[src/rtl/slave_port_arbiter.sv]
// ---------------------------------------------------------------------------
// slave_port_arbiter
//
// Two-master arbiter in front of the single 256x8 memory slave port. Whole
// transactions (one read burst or one write burst) are serialised onto the
// slave. Round-robin between the masters, with the grant locked until the
// transaction completes. Only one transaction is ever open on the slave.
//
// Packed channels (payloads pass through untouched):
//   read address  {addr[15:8], len[7:4], id[3:0]}   16 bits per master
//   write address {addr[11:4], id[3:0]}             12 bits per master
//   read data     {data[8:1], err[0]}               9 bits per master
//   write resp    {resp[4], id[3:0]}                5 bits per master
//
// Ports:
//   clk, rst           clock; asynchronous active-high reset
//   m_ar*/m_r*         per-master read channels (bit / slice i = master i)
//   m_aw*/m_w*/m_b*    per-master write channels
//   s_*                single slave port (requests out, responses in)
//   busy               high while a transaction is granted
//   owner              index of the granted master (valid when busy)
//   timeout_err        one-cycle pulse on a forced release
//
// Optional feature macro: ARB_TIMEOUT_EN
//   Defined   : a granted transaction open for TIMEOUT_CYCLES cycles is
//               forcibly released and timeout_err pulses for one cycle.
//   Undefined : no watchdog, timeout_err is tied 0.
// ---------------------------------------------------------------------------
module slave_port_arbiter #(
  parameter int TIMEOUT_CYCLES = 64
) (
  input  logic        clk,
  input  logic        rst,
  // master read channels
  input  logic [1:0]  m_arvalid,
  input  logic [31:0] m_arin,
  output logic [1:0]  m_arready,
  input  logic [1:0]  m_rready,
  output logic [1:0]  m_rvalid,
  output logic [1:0]  m_rlast,
  output logic [17:0] m_rdata,
  // master write channels
  input  logic [1:0]  m_awvalid,
  input  logic [23:0] m_awin,
  output logic [1:0]  m_awready,
  input  logic [1:0]  m_wvalid,
  input  logic [1:0]  m_wlast,
  input  logic [15:0] m_wdata,
  output logic [1:0]  m_wready,
  input  logic [1:0]  m_bready,
  output logic [1:0]  m_bvalid,
  output logic [9:0]  m_bresp,
  // slave port
  output logic        s_arvalid,
  output logic [15:0] s_arin,
  input  logic        s_arready,
  output logic        s_rready,
  input  logic        s_rvalid,
  input  logic        s_rlast,
  input  logic [8:0]  s_rdata,
  output logic        s_awvalid,
  output logic [11:0] s_awin,
  input  logic        s_awready,
  output logic        s_wvalid,
  output logic        s_wlast,
  output logic [7:0]  s_wdata,
  input  logic        s_wready,
  output logic        s_bready,
  input  logic        s_bvalid,
  input  logic [4:0]  s_bresp,
  // status
  output logic        busy,
  output logic        owner,
  output logic        timeout_err
);

  typedef enum logic [1:0] {
    IDLE = 2'd0,
    RD   = 2'd1,
    WR   = 2'd2
  } state_t;

  state_t state_reg;
  logic   owner_reg;
  logic   last_owner_reg;

  logic [1:0] req;
  logic       grant_valid;
  logic       winner;
  logic       rd_act;
  logic       wr_act;
  logic       rd_done;
  logic       wr_done;

  assign req         = m_arvalid | m_awvalid;
  assign grant_valid = |req;
  assign rd_act      = (state_reg == RD);
  assign wr_act      = (state_reg == WR);

  // Completion is judged on the forwarded handshake, so s_rready/s_bready
  // already carry the owner's ready qualified by the current state.
  assign rd_done = s_rvalid & s_rlast & s_rready;
  assign wr_done = s_bvalid & s_bready;

  // A lone requester wins outright; on contention the master that did not
  // win last time gets the grant.
  always_comb begin
    winner = 1'b0;
    case (req)
      2'b01:   winner = 1'b0;
      2'b10:   winner = 1'b1;
      2'b11:   winner = ~last_owner_reg;
      default: winner = 1'b0;
    endcase
  end

`ifdef ARB_TIMEOUT_EN
  localparam int CNT_W = (TIMEOUT_CYCLES > 2) ? $clog2(TIMEOUT_CYCLES) : 1;
  localparam logic [CNT_W-1:0] CNT_LAST = CNT_W'(TIMEOUT_CYCLES - 1);

  logic [CNT_W-1:0] cnt_reg;
  logic             timeout_reg;

  always_ff @(posedge clk or posedge rst) begin
    if (rst) begin
      state_reg      <= IDLE;
      owner_reg      <= 1'b0;
      last_owner_reg <= 1'b1;
      cnt_reg        <= '0;
      timeout_reg    <= 1'b0;
    end else begin
      timeout_reg <= 1'b0;
      case (state_reg)
        IDLE: begin
          if (grant_valid) begin
            owner_reg      <= winner;
            last_owner_reg <= winner;
            cnt_reg        <= '0;
            // Write wins over read inside one master.
            state_reg      <= m_awvalid[winner] ? WR : RD;
          end
        end
        RD, WR: begin
          if ((rd_act && rd_done) || (wr_act && wr_done)) begin
            state_reg <= IDLE;
          end else if (cnt_reg == CNT_LAST) begin
            // Forced release; last_owner still names the stalled master,
            // so the other master has priority at the next arbitration.
            state_reg   <= IDLE;
            timeout_reg <= 1'b1;
          end else begin
            cnt_reg <= cnt_reg + 1'b1;
          end
        end
        default: state_reg <= IDLE;
      endcase
    end
  end

  assign timeout_err = timeout_reg;
`else
  always_ff @(posedge clk or posedge rst) begin
    if (rst) begin
      state_reg      <= IDLE;
      owner_reg      <= 1'b0;
      last_owner_reg <= 1'b1;
    end else begin
      case (state_reg)
        IDLE: begin
          if (grant_valid) begin
            owner_reg      <= winner;
            last_owner_reg <= winner;
            // Write wins over read inside one master.
            state_reg      <= m_awvalid[winner] ? WR : RD;
          end
        end
        RD:      if (rd_done) state_reg <= IDLE;
        WR:      if (wr_done) state_reg <= IDLE;
        default: state_reg <= IDLE;
      endcase
    end
  end

  assign timeout_err = 1'b0;
`endif

  assign busy  = (state_reg != IDLE);
  assign owner = owner_reg;

  // Slave-side requests: owner's channels of the active direction only.
  always_comb begin
    s_arvalid = 1'b0;
    s_arin    = '0;
    s_rready  = 1'b0;
    s_awvalid = 1'b0;
    s_awin    = '0;
    s_wvalid  = 1'b0;
    s_wlast   = 1'b0;
    s_wdata   = '0;
    s_bready  = 1'b0;
    if (rd_act) begin
      s_arvalid = m_arvalid[owner_reg];
      s_arin    = owner_reg ? m_arin[31:16] : m_arin[15:0];
      s_rready  = m_rready[owner_reg];
    end
    if (wr_act) begin
      s_awvalid = m_awvalid[owner_reg];
      s_awin    = owner_reg ? m_awin[23:12] : m_awin[11:0];
      s_wvalid  = m_wvalid[owner_reg];
      s_wlast   = m_wlast[owner_reg];
      s_wdata   = owner_reg ? m_wdata[15:8] : m_wdata[7:0];
      s_bready  = m_bready[owner_reg];
    end
  end

  // Master-side responses: only the owner sees the slave, everyone else 0.
  for (genvar gi = 0; gi < 2; gi++) begin : g_master
    logic rd_sel;
    logic wr_sel;

    assign rd_sel = rd_act & (owner_reg == 1'(gi));
    assign wr_sel = wr_act & (owner_reg == 1'(gi));

    assign m_arready[gi]      = rd_sel & s_arready;
    assign m_rvalid[gi]       = rd_sel & s_rvalid;
    assign m_rlast[gi]        = rd_sel & s_rlast;
    assign m_rdata[9*gi +: 9] = rd_sel ? s_rdata : 9'd0;

    assign m_awready[gi]      = wr_sel & s_awready;
    assign m_wready[gi]       = wr_sel & s_wready;
    assign m_bvalid[gi]       = wr_sel & s_bvalid;
    assign m_bresp[5*gi +: 5] = wr_sel ? s_bresp : 5'd0;
  end

endmodule

[config.mk]
export PLATFORM = sky130hd
export DESIGN_NAME = slave_port_arbiter
export DESIGN_NICKNAME = d
export VERILOG_FILES = /design/src/rtl/slave_port_arbiter.sv
export SDC_FILE = /design/constraint.sdc
export NUM_CORES = 1
export LEC_CHECK = 0
export CAP_MARGIN = 10
export CORE_ASPECT_RATIO = 0.6
export CORE_MARGIN = 2
export CORE_UTILIZATION = 23
export CTS_BUF_LIST = sky130_fd_sc_hd__clkbuf_8
export DETAILED_ROUTE_END_ITERATION = 16
export GPL_TIMING_DRIVEN = 0
export PLACE_DENSITY = 0.89
export SETUP_SLACK_MARGIN = 0.02
export SLEW_MARGIN = 20
export SYNTH_ARGS = -nofsm -noshare
export SYNTH_HDL_FRONTEND = slang
export SYNTH_SLANG_ARGS = --single-unit
[constraint.sdc]
create_clock -name clk -period 4.5 [get_ports clk]
set_input_delay 1.35 -clock clk [delete_from_list [all_inputs] [get_ports clk]]
set_output_delay 1.35 -clock clk [all_outputs]
set_load 0.02 [all_outputs]
==> results.ini <==
[clock_tree]
clock-sinks = 4
hold_buffers = 0
h-tree-depth = 1
cts_setup_buffers = 0
tritoncts = yes
cts_buffer_depth = 2
cts_buffers = 3
ctsResizeCount = 0
clk_pin_slew_ns = 0.03
worstSkewPairLatency_ns = 0.22
root_buffer = clkbuf_8

[synth]
netlist_area_sq_mm = 0.00107
synth.most_common_cell = a22o_1
ys_ff_latch = 4
ys_types = 27
async_reset_ff_frac = 1.00
seq_area_frac_synth = 0.0943
yosysWarningCount = 0
yosys-top-cells-count = 24 x a22o_1, 23 x nor2_1, 20 x and2_1, 20 x and3_1, 19 x mux2i_1
yosys.area.top_type = a22o_1
synthCells = 148
syn_nets = 254
synth_flop_cell = dfrtp_1
synth_top_area_frac = 0.196
synth_edf_count = 0
synthTopCellsByArea = a22o_1 20%, mux2i_1 18%, and2_1 12%, and3_1 12%, nor2_1 8.0%
avgSynthCellArea_sq_um = 7.26

[flow_run]
drv_cap = 0

[setup_path]
slowest_stage = clkdlybuf4s50_1
critPathMaxStageDelay_ns = 0.61
cpMostUsedCell = clkdlybuf4s50_1
cp_max_fo = 5
crit_type = in -> out
critPathBufInv = 2
endpoint_kind = primary output
worst_ep_arrival_time_ns = 2.72
cp_top_family = buffers and inverters
crit_path_start_kind = input pin
required_ns = 3.15
reg2reg_slack_ns = 3.22
crit_chain = clkdlybuf4s50_1, mux2i_1, nor2_1, clkdlybuf4s50_1

[finish]
drive_above_1_share = 0.0587
area_delta_synth_final_pct = 188
largest_register_ffs = 2
antenna_cells = 0
final_core_util = 0.681
fin_nets = 448

[sta]
fin_crit_sh = 0.904
fin_skew_ns = 0.00404
hold_violations = 0
fmaxAchievable_mhz = 246
finalMaxSlewViolations = 0
setup_viol = 0
rsz0062_at_grt = false
tns_ns = 0
fin_crit_ns = 4.07

[routing]
drt.antenna.violating_nets = 0
dr.pass1.iters = 4
drtIter0Drc = 41
drc = 0
routedWlPerCell_um = 14.4
finalWirelength_mm = 5.80
vias = 1785
viasPerCell = 4.42

[floorplan]
rows = 19
io-pin-count = 191
die_w_um = 92.3
fp.dieH_um = 57.0
coreArea_sq_mm = 0.00454
start_util = 0.237
dieArea_sq_mm = 0.00525

[global_route]
gr-usage-met3 = 0.0581
grt_use_met1 = 0.244
first_global_vias = 1821
grt_start_max_net_pins = 11
met2_usage = 0.391
grtUsageTotal = 0.209
globalRouteOverflowTotal = 0
grt_pass1_wl_mm = 8.89
antenna_found_initial = 0
top_usage_layer = met2

[placement]
place_congestion = 0.781
port_buffers = 189
hpwl_mm = 5.03

[min_path]
hold_class = reg -> reg

[power]
power.leakage_uw = 0.00131
p_per_area_mw_per_mm2 = 463
ir_drop_mv = 0.252

[outcome]
status = finished clean

[routing by layer]
metal  part of all wire  vias to the layer above
met2               0.51                       77
li1                   -                      913
met5                  0                        -
met3              0.075                        4
met4             0.0041                        0
met1               0.41                      791
[stage by stage]
stage	total power (uW)	worst slack (ns)	hold WS, ns	std cells	cell area, sq um
floorplan	779	1.28	0.561	148	1070
global placement	1340	0.454	0.570	400	3050
detailed placement	1360	0.440	0.578	400	3050
CTS	1440	0.440	0.586	404	3090
global route	1520	0.314	0.608	404	3090
finish	1430	0.430	0.588	404	3090
[area by class of cell]
type | instances | area (sq um)
Buffer | 16 | 97.6
Clock buffer | 3 | 41.3
Clock inverter | 1 | 3.75
Fill cell | 365 | 1450
Inverter | 3 | 11.3
Multi-Input combinational cell | 125 | 865
Sequential cell | 4 | 101
Tap cell | 63 | 78.8
Timing Repair Buffer | 189 | 1890
[cells by family (layout without fill, tap and decap cells)]
| group | Yosys count | in the layout | synth area share |
|---|---|---|---|
| compound gates | 35 | 35 | 0.262 |
| buf+inv | 19 | 212 | 0.101 |
| flops | 4 | 4 | 0.0943 |
| mux | 20 | 20 | 0.187 |
| other cells | 1 | 1 | 0.00349 |
| simple gates | 69 | 69 | 0.352 |
[report_power, final]
part | total [uW] | internal (uW) | switching (uW)
sequential | 75.8 | 58.0 | 17.8
clock | 77.7 | 58.2 | 19.5
combinational | 1280 | 644 | 634
[layout by cell type (no fill, tap or decap), drive strengths merged, types with 2 or more instances in the layout]
cell type      synthesis  routed
mux2i                 19      19
clkbuf                 3       6
nor2                  23      23
nand2b                 2       2
buf                   13      13
o21ai                  6       6
and3                  20      20
clkdlybuf4s50          0     189
nor2b                  2       2
and2                  20      20
dfrtp                  3       3
a22o                  24      24
inv                    3       4
[worst reg2reg max path: cells and delay by family, from the launching register on]
family,cells,cell delay [ns]
buffers and inverters,1,0.24
and+or+nand+nor,1,0.28
DFF,1,0.42
AOI/OAI and AO/OA,2,0.26
[path summary, 6_finish.rpt]
| path | to | start | cells after the start |
|---|---|---|---|
| min in group asynchronous | state_reg[0] | rst | 2 |
| hold / removal | owner | last_owner_reg | 2 |
| setup / recovery | s_arvalid | m_arvalid[1] | 4 |
| max in group asynchronous | last_owner_reg | rst | 2 |
| setup reg to reg | state_reg[0] | state_reg[0] | 4 |
| hold reg to reg | owner | last_owner_reg | 2 |
Note: power is estimated with default switching activity, not from simulation.
